## src/rtl/comb_sweep_ctrl.sv

```systemverilog
// Sweep controller for small combinational circuits: steps through every input
// vector, waits a settle time, captures the output and compares against a golden table.
module comb_sweep_ctrl #(
    parameter int N_IN          = 3,
    parameter int SETTLE_CYCLES = 7,
    parameter int CNT_W         = 8
) (
    input  logic                   clk,
    input  logic                   rst_n,
    input  logic                   start,
    input  logic                   abort,
    input  logic [(1<<N_IN)-1:0]   expected,
    input  logic                   dut_out,
    output logic [N_IN-1:0]        dut_in,
    output logic                   busy,
    output logic                   done,
    output logic                   pass,
    output logic [(1<<N_IN)-1:0]   truth_table
);

    localparam int               NV        = 1 << N_IN;
    localparam logic [CNT_W-1:0] SETTLE_LD = CNT_W'(SETTLE_CYCLES);
    localparam logic [N_IN-1:0]  IDX_LAST  = N_IN'(NV - 1);

    typedef enum logic [1:0] {
        IDLE,
        SETTLE,
        CAPTURE,
        DONE
    } state_t;

    state_t            state_q, state_d;
    state_t            load_state;
    logic [N_IN-1:0]   idx_q, idx_d;
    logic [CNT_W-1:0]  cnt_q, cnt_d;
    logic [N_IN-1:0]   dut_in_q, dut_in_d;
    logic [NV-1:0]     tt_q, tt_d;
    logic [NV-1:0]     exp_q, exp_d;
    logic              pass_q, pass_d;

    // With no settle time every vector goes straight to its capture cycle.
    assign load_state = (SETTLE_CYCLES == 0) ? CAPTURE : SETTLE;

    always_ff @(posedge clk or negedge rst_n) begin
        if (!rst_n) begin
            state_q  <= IDLE;
            idx_q    <= '0;
            cnt_q    <= '0;
            dut_in_q <= '0;
            tt_q     <= '0;
            exp_q    <= '0;
            pass_q   <= 1'b0;
        end else begin
            state_q  <= state_d;
            idx_q    <= idx_d;
            cnt_q    <= cnt_d;
            dut_in_q <= dut_in_d;
            tt_q     <= tt_d;
            exp_q    <= exp_d;
            pass_q   <= pass_d;
        end
    end

    always_comb begin
        state_d  = state_q;
        idx_d    = idx_q;
        cnt_d    = cnt_q;
        dut_in_d = dut_in_q;
        tt_d     = tt_q;
        exp_d    = exp_q;
        pass_d   = pass_q;

        // Abort overrides everything; the partial truth table is kept for debug.
        if (state_q != IDLE && abort) begin
            state_d  = IDLE;
            dut_in_d = '0;
            pass_d   = 1'b0;
        end else begin
            case (state_q)
                IDLE: begin
                    if (start) begin
                        idx_d    = '0;
                        dut_in_d = '0;
                        tt_d     = '0;
                        pass_d   = 1'b0;
                        exp_d    = expected;
                        cnt_d    = SETTLE_LD;
                        state_d  = load_state;
                    end
                end
                SETTLE: begin
                    cnt_d = cnt_q - 1'b1;
                    if (cnt_q == CNT_W'(1)) begin
                        state_d = CAPTURE;
                    end
                end
                CAPTURE: begin
                    tt_d[idx_q] = dut_out;
                    if (idx_q == IDX_LAST) begin
                        state_d = DONE;
                    end else begin
                        idx_d    = idx_q + 1'b1;
                        dut_in_d = idx_q + 1'b1;
                        cnt_d    = SETTLE_LD;
                        state_d  = load_state;
                    end
                end
                DONE: begin
                    pass_d  = (tt_q == exp_q);
                    state_d = IDLE;
                end
                default: state_d = IDLE;
            endcase
        end
    end

    assign dut_in      = dut_in_q;
    assign busy        = (state_q != IDLE);
    assign done        = (state_q == DONE);
    assign pass        = pass_q;
    assign truth_table = tt_q;

endmodule

```

## config.mk

```make
export PLATFORM = sky130hd
export DESIGN_NAME = comb_sweep_ctrl
export DESIGN_NICKNAME = d
export VERILOG_FILES = /design/src/rtl/comb_sweep_ctrl.sv
export SDC_FILE = /design/constraint.sdc
export NUM_CORES = 1
export LEC_CHECK = 0
export ABC_AREA = 0
export BUFFER_PORTS_ARGS = -buffer_cell sky130_fd_sc_hd__buf_2
export CORE_ASPECT_RATIO = 0.75
export CORE_MARGIN = 2
export CORE_UTILIZATION = 56
export CTS_CLUSTER_DIAMETER = 80
export DETAILED_ROUTE_END_ITERATION = 8
export GPL_TIMING_DRIVEN = 0
export PLACE_DENSITY_LB_ADDON = 0.1
export SLEW_MARGIN = 0
export SYNTH_ARGS = -nofsm -noshare
export SYNTH_HDL_FRONTEND = slang
export SYNTH_SLANG_ARGS = --single-unit
```

## constraint.sdc

```tcl
create_clock -name clk -period 2.3 [get_ports clk]
set_input_delay 0.115 -clock clk [delete_from_list [all_inputs] [get_ports clk]]
set_output_delay 0.115 -clock clk [all_outputs]
set_load 0.005 [all_outputs]
```

==> results of run 1 <==
## state kept, by name, indices dropped and copies added (netlist names)
| name | count |
|---|---|
| cnt_q | 8 |
| dut_in | 3 |
| exp_q | 8 |
| idx_q | 3 |
| pass | 1 |
| state_q | 2 |
| truth_table | 8 |
## cell type report
| type | instances | area, µm² | area share, % |
|---|---|---|---|
| Timing Repair Buffer | 26 | 135 | 6.72 |
| Sequential cell | 33 | 826 | 41.0 |
| Inverter | 7 | 26.3 | 1.31 |
| Clock buffer | 7 | 86.3 | 4.29 |
| Tap cell | 38 | 47.5 | 2.36 |
| Buffer | 8 | 38.8 | 1.93 |
| Multi-Input combinational cell | 125 | 852 | 42.4 |
## placed cells by master (no fill, tap or decap), types with 5 or more instances in the layout
| cell type | n |
|---|---|
| dfrtp_1 | 33 |
| buf_2 | 26 |
| o21ai_0 | 17 |
| nand2_1 | 16 |
| nor2_1 | 9 |
| mux2_2 | 8 |
| clkbuf_1 | 7 |
| a21oi_1 | 7 |
| inv_1 | 6 |
| nand2b_1 | 6 |
| clkbuf_8 | 6 |
| xor2_1 | 5 |
## cells by family after synthesis
logic type	Yosys count	synth area share (%)
buffers and inverters	15	3.73
muxes	11	6.89
adders and majority gates	4	2.87
and+or+nand+nor	56	17.8
xor gates and xnor gates	9	4.52
AOI/OAI and AO/OA	45	16.8
DFF	33	47.4
## worst max path at each step
stage	start	endpoint	depth (start not counted)
finish	idx_q[0]$_DFFE_PN0P_	cnt_q[4]$_DFFE_PN0P_	6
detailed placement	idx_q[0]$_DFFE_PN0P_	cnt_q[4]$_DFFE_PN0P_	6
CTS	idx_q[0]$_DFFE_PN0P_	cnt_q[4]$_DFFE_PN0P_	6
global placement	idx_q[0]$_DFFE_PN0P_	cnt_q[7]$_DFFE_PN0P_	6
global route	idx_q[0]$_DFFE_PN0P_	cnt_q[4]$_DFFE_PN0P_	6
floorplan	idx_q[0]$_DFFE_PN0P_	cnt_q[7]$_DFFE_PN0P_	6
## stage by stage
step / cells / utilization (%) / power [mW]
floorplan: 173 / - / 0.850
detailed placement: 236 / 64.8 / 0.924
CTS: 244 / 68.0 / 1.36
finish: 244 / 68.0 / 1.35
global route: 244 / 68.0 / 1.43
global placement: 236 / 64.8 / 0.909
## per-layer routing
layer	vias up	global-route usage, %	share of wire, %
met5	-	0	0
met4	0	8.00	1.3
met3	5	9.25	6.5
met2	37	32.1	42
met1	699	32.8	50
li1	675	-	-
## power breakdown
group / leakage, nW / internal [mW] / total (mW) / switching [mW]
sequential: 0.428 / 0.636 / 0.684 / 0.0480
combinational: 0.473 / 0.110 / 0.232 / 0.122
clock: 0.0443 / 0.237 / 0.435 / 0.198
## timing repair
item,4_1_cts,5_1_grt
gates resized for setup,0,0
setup endpoints to repair,0,0
endpoints found under the hold margin,33,0
hold buffers,1,0
==> results.cfg, run 1 <==
[worst_setup_path]
crit_family = simple AND/OR/NAND/NOR gates
r2r-start = idx_q[0]$_DFFE_PN0P_
arrival_ns = 2.35
crit_fanout = 5
worstPathCellList = ha_1 -> ha_1 -> nor4b_4 -> a32oi_2 -> or4_1 -> a21boi_1
slowest_delay_ns = 0.43
rrSetupSlack_ns = 0.16
worst_setup_path_start_kind = register
crit_type = register to register
critPathSlowestCell = or4_1
critPathRequiredTime_ns = 2.51
critPathCaptureType = register
reg2reg_depth = 6
path_buf_inv = 0
r2r_end = cnt_q[4]$_DFFE_PN0P_
critPathMostFrequentCell = ha_1

[clock_tree]
clkSlewWorstSetupHoldPaths_ns = 0.06
postCtsSetupBuffers = 0
cts_sinks = 33
clk_latency_ns = 0.29
cts_buffers = 5
clockRootBuffer = clkbuf_8
htreeDepth = 2
cts_tree = built
clockBufferDepth = 2

[min_path]
hold_path_depth = 2
hp-class = input port to register
hold_path_end = state_q[1]$_DFFE_PN0P_
min_from = abort

[die]
io_pins = 27
dieArea_um2 = 3580
rows = 17
start_util_pct = 59.0
die_h_um = 52.3
fp.dieW_um = 68.4
core_area_um2 = 2960

[yosys]
ys_async_sr_fraction_pct = 100
synth_cell_types = 42
syn_area_um2 = 1740
yosysTopAreaCellShare_pct = 47.4
yosysMostFrequentCell = dfrtp_1
synth_nets = 190
ys.flop_type = dfrtp_1
synth.top_cells.by_area = dfrtp_1 (47%), mux2_2 (5.2%), o21ai_0 (4.9%)
synth_cells = 173
ys_seq_elements = 33
synth_common_cells = dfrtp_1 (33), o21ai_0 (17), nand2_1 (16)
yosysTopAreaCell = dfrtp_1
yosys_warnings = 0
syn_area_per_cell_um2 = 10.1
synth_enable_flop_cells = 0
synth.yosys.seq_area_share_pct = 47.4

[route]
first_pass_iters = 4
ant_nets = 0
drt_iter0_drc = 60
drt-total-wl_um = 3550
post_drt_wl_per_cell_um = 14.5
vias = 1416
drc = 0
viasPerCell = 5.80

[power_and_ir_drop]
p_per_area_nw_per_um2 = 671
p_leak_nw = 0.945
ir_worst_vdd_uv = 511

[global_route]
track_usage_pct = 23.2
gr-total-overflow = 0
antenna_found_initial = 0
grt_pass1_vias = 1272
grt_max_degree = 34
grt_pass1_wl_um = 5830

[timing]
hold_ws_ns = 0.0269
maxSlewViolCount = 0
fmax_ghz = 0.468
rsz0062_at_grt = no
max_slew.worst_pin.slew_ns = 0.710
setup_viol = 0
post-route-min-period_ns = 2.14
fin_setup_tns_ns = 0
slew_headroom_pct = 52.7
clock_skew_ns = 0.00383
min_period_over_period_pct = 92.9
postLayoutSetupSlackWorst_ns = 0.163
hold_violations = 0

[placement]
port_buffers = 25
hpwlAfterDp_um = 2610
pre_cts_ws_ns = 0.201
place_area_um2 = 1920
routabilityCongestion = 0.839

[final_layout]
area_growth_pct = 15.4
final_nets = 223
drive_gt1_share_pct = 23.8
nFillCells = 236
fin_area_um2 = 2010
diodes = 0

[job]
maxCapViolCount = 0

[outcome]
status = completed
No activity file was read; power rests on OpenSTA's default activity.
==> run 2: changes to the inputs <==
--- a/config.mk
+++ b/config.mk
@@ -14,6 +14,7 @@
 export DETAILED_ROUTE_END_ITERATION = 8
 export GPL_TIMING_DRIVEN = 0
 export PLACE_DENSITY_LB_ADDON = 0.1
+export REMOVE_ABC_BUFFERS = 1
 export SLEW_MARGIN = 0
 export SYNTH_ARGS = -nofsm -noshare
 export SYNTH_HDL_FRONTEND = slang
==> results.cfg, run 2 (same netlist as run 1, synthesis figures left out) <==
[clock_tree]
cts_buffers = 5
clkSlewWorstSetupHoldPaths_ns = 0.07
htreeDepth = 2
cts_sinks = 33
cts_tree = built
clockRootBuffer = clkbuf_8
clk_latency_ns = 0.29
clockBufferDepth = 2

[global_route]
antenna_found_initial = 0
grt_pass1_vias = 1331
grt_pass1_wl_um = 6270
grt_max_degree = 34
track_usage_pct = 24.7
gr-total-overflow = 0

[route]
drt-total-wl_um = 3780
ant_nets = 0
post_drt_wl_per_cell_um = 15.8
vias = 1462
drc = 0
viasPerCell = 6.09
first_pass_iters = 4
drt_iter0_drc = 107

[job]
maxCapViolCount = 0

[timing]
maxSlewViolCount = 0
setup_viol = 0
hold_violations = 0
rsz0062_at_grt = no
clock_skew_ns = 0.00564
fmax_ghz = 0.452
post-route-min-period_ns = 2.21
min_period_over_period_pct = 96.3
max_slew.worst_pin.slew_ns = 0.749
fin_setup_tns_ns = 0
slew_headroom_pct = 50.1

[outcome]
status = completed

[power_and_ir_drop]
p_per_area_nw_per_um2 = 726
ir_worst_vdd_uv = 547
p_leak_nw = 0.954
finalPower_mw = 1.47

[final_layout]
diodes = 0
drive_gt1_share_pct = 26.2
final_common_cell = dfrtp_1
nFillCells = 224
layout_common_cells = dfrtp_1 (32), buf_2 (26), o21ai_0 (17), nand2_1 (16), nor2_1 (9)
final_nets = 218
fin_cells = 240
area_growth_pct = 16.4
post-route-util_pct = 68.6

[placement]
place_inst = 229
port_buffers = 26
hpwlAfterDp_um = 2650
routabilityCongestion = 0.793

[min_path]
hp-class = input port to register
min_from = expected[4]

[worst_setup_path]
r2r-start = idx_q[1]$_DFFE_PN0P_
crit_fanout = 12
critPathCaptureType = register
critPathRequiredTime_ns = 2.50
rrSetupSlack_ns = 0.09
worst_setup_path_start_kind = register
crit_path_start = idx_q[1]$_DFFE_PN0P_
crit_type = register to register
arrival_ns = 2.42

[die]
rows = 17
core_area_um2 = 2960
start_util_pct = 59.0
io_pins = 27
fp.dieW_um = 68.4
die_h_um = 52.3
dieArea_um2 = 3580
## run 2: worst paths after layout
check	endpoint	cells after the start
max in group asynchronous	idx_q[0]$_DFFE_PN0P_	2
min in group asynchronous	exp_q[4]$_DFFE_PN0P_	2
hold reg to reg	dut_in[2]$_DFFE_PN0P_	2
setup / recovery	cnt_q[6]$_DFFE_PN0P_	6
setup reg to reg	cnt_q[6]$_DFFE_PN0P_	6
hold / removal	exp_q[4]$_DFFE_PN0P_	2
## run 2: power breakdown
| group | internal [mW] | leakage, nW | switching, mW | total (mW) |
|---|---|---|---|---|
| sequential | 0.635 | 0.426 | 0.0567 | 0.692 |
| combinational | 0.107 | 0.469 | 0.111 | 0.218 |
| clock | 0.353 | 0.0585 | 0.210 | 0.563 |
## run 2: timing repair
action,in CTS,in global routing
endpoints found under the setup margin,2,7
pin swaps,1,1
buffers inserted,1,1
hold buffers,1,0
gates resized for setup,0,2
endpoints found under the hold margin,33,0
## run 2: critical path, cell delays in order (launching register included)
cell and delay (ns):
dfrtp_1 0.51, ha_1 0.25, ha_1 0.25, nor4b_4 0.33
a32oi_2 0.17, or4_1 0.44, a21boi_1 0.19
## run 2: per-layer routing
layer  GRT usage, %  wire length, µm  vias up
met5              0                0        -
met4           11.7               60        0
met3           5.38              230       10
met2           37.8             1700       60
met1           33.2             1800      726
li1               -                -      666
## run 2: final cells by class
| class | count | area (µm²) | area share, % |
|---|---|---|---|
| multi-input cells | 125 | 856 | 42.2 |
| flip-flops and latches | 33 | 827 | 40.8 |
| repair buffers | 29 | 155 | 7.65 |
| clock buffers | 7 | 86.3 | 4.26 |
| well taps | 38 | 47.5 | 2.34 |
| clock inverters | 1 | 30.0 | 1.48 |
| inverters | 7 | 26.3 | 1.30 |
## run 2: stage by stage
| stage | cell area [µm²] | hold WS (ns) | setup slack [ns] |
|---|---|---|---|
| floorplan | 1700 | -0.181 | 0.280 |
| global placement | 1880 | 0.193 | 0.104 |
| CTS | 2020 | 0.0414 | 0.0129 |
| global route | 2030 | 0.0513 | 0.000788 |
| detailed placement | 1880 | 0.216 | 0.0103 |
| finish | 2030 | 0.0503 | 0.0857 |
==> run 3: changes to the inputs <==
--- a/config.mk
+++ b/config.mk
@@ -12,7 +12,7 @@
 export CORE_UTILIZATION = 56
 export CTS_CLUSTER_DIAMETER = 80
 export DETAILED_ROUTE_END_ITERATION = 8
-export GPL_TIMING_DRIVEN = 0
+export GPL_TIMING_DRIVEN = 1
 export PLACE_DENSITY_LB_ADDON = 0.1
 export REMOVE_ABC_BUFFERS = 1
 export SLEW_MARGIN = 0
==> results.cfg, run 3 (same netlist as run 1, synthesis figures left out) <==
[min_path]
hp-class = input port to register

[power_and_ir_drop]
finalPower_mw = 1.39
p_leak_nw = 0.961
ir_worst_vdd_uv = 566
p_per_area_nw_per_um2 = 689

[global_route]
gr-total-overflow = 0
grt_pass1_wl_um = 6420
track_usage_pct = 25.3
antenna_found_initial = 0
grt_pass1_vias = 1369
grt_max_degree = 34

[route]
viasPerCell = 5.90
post_drt_wl_per_cell_um = 15.8
drc = 0
drt-total-wl_um = 3820
vias = 1429
ant_nets = 0
drt_iter0_drc = 71
first_pass_iters = 4

[timing]
max_slew.worst_pin.slew_ns = 0.705
slew_headroom_pct = 53.0
min_period_over_period_pct = 89.6
fmax_ghz = 0.485
post-route-min-period_ns = 2.06
maxSlewViolCount = 0
setup_viol = 0
fin_setup_tns_ns = 0
hold_violations = 0
clock_skew_ns = 0.00561
rsz0062_at_grt = no

[clock_tree]
htreeDepth = 2
postCtsSetupBuffers = 0
cts_buffers = 5
clk_latency_ns = 0.29
clockRootBuffer = clkbuf_8
cts_tree = built
clockBufferDepth = 2
cts_resized = 0
clkSlewWorstSetupHoldPaths_ns = 0.07
cts_sinks = 33

[placement]
place_inst = 233
hpwlAfterDp_um = 2780
routabilityCongestion = 0.845
port_buffers = 26

[worst_setup_path]
critPathCaptureType = register
worst_setup_path_start_kind = register
arrival_ns = 2.26
crit_fanout = 5
crit_type = register to register
critPathRequiredTime_ns = 2.50

[final_layout]
drive_gt1_share_pct = 26.5
layout_common_cells = dfrtp_1 (33), buf_2 (26), o21ai_0 (17), nand2_1 (16), nor2_1 (9)
final_nets = 220
final_common_cell = dfrtp_1
diodes = 0
area_growth_pct = 16.1
fin_cells = 242

[job]
maxCapViolCount = 0

[die]
core_area_um2 = 2960
rows = 17
fp.dieW_um = 68.4
start_util_pct = 59.0
die_h_um = 52.3
dieArea_um2 = 3580
io_pins = 27

[outcome]
status = completed
-- run 3: repair_timing --
action / CTS / global route
setup endpoints to repair: 0 / 0
hold endpoints to repair: 33 / 0
hold buffers: 1 / 0
-- run 3: where the power goes --
group / total [mW] / switching [mW] / internal [mW]
Combinational: 0.225 / 0.116 / 0.110
Sequential: 0.695 / 0.0590 / 0.635
Clock: 0.474 / 0.204 / 0.270
Total: 1.39 / 0.378 / 1.02
-- run 3: cell type report --
type / count / area, µm²
inverter: 7 / 26.3
tap: 38 / 47.5
clock inverter: 1 / 5.00
clock buffer: 7 / 96.3
multi-input combinational: 125 / 852
timing repair buffer: 31 / 170
fill: 228 / 933
sequential: 33 / 826
-- run 3: path summary, 6_finish.rpt --
check | startpoint | endpoint | slack [ns] | depth (start not counted)
worst min-delay path | expected[4] | exp_q[4]$_DFFE_PN0P_ | 0.06 | 2
min in group asynchronous | rst_n | exp_q[4]$_DFFE_PN0P_ | 0.41 | 2
worst max register to register | idx_q[0]$_DFFE_PN0P_ | cnt_q[6]$_DFFE_PN0P_ | 0.24 | 6
worst min register to register | dut_in[0]$_DFFE_PN0P_ | dut_in[0]$_DFFE_PN0P_ | 0.48 | 1
max in group asynchronous | rst_n | cnt_q[1]$_DFFE_PN0P_ | 1.43 | 2
worst max-delay path | idx_q[0]$_DFFE_PN0P_ | cnt_q[6]$_DFFE_PN0P_ | 0.24 | 6
-- run 3: metal layers --
layer	routed length (µm)	up-vias	part of all wire (%)	GRT usage, %
li1	-	669	-	-
met1	1730	689	45	36.5
met2	1710	62	45	35.3
met3	309	9	8.1	6.24
met4	68	0	1.8	12.3
met5	0	-	0	0
-- run 3: per-stage QoR --
step	util (%)	cell area (µm²)	hold WS (ns)	setup WS (ns)
after floorplan	-	1700	-0.181	0.280
after global placement	64.7	1910	0.196	0.368
after detailed placement	64.7	1910	0.212	0.250
after CTS	68.4	2020	0.0493	0.251
after global routing	68.4	2020	0.0555	0.0980
final	68.4	2020	0.0555	0.240
-- run 3: critical path, cell delays in order, from the launching register on --
cell and delay, ns:
dfrtp_1 0.39, ha_1 0.20, ha_1 0.25, nor4b_4 0.37
a32oi_2 0.16, or4_1 0.43, a21boi_1 0.17
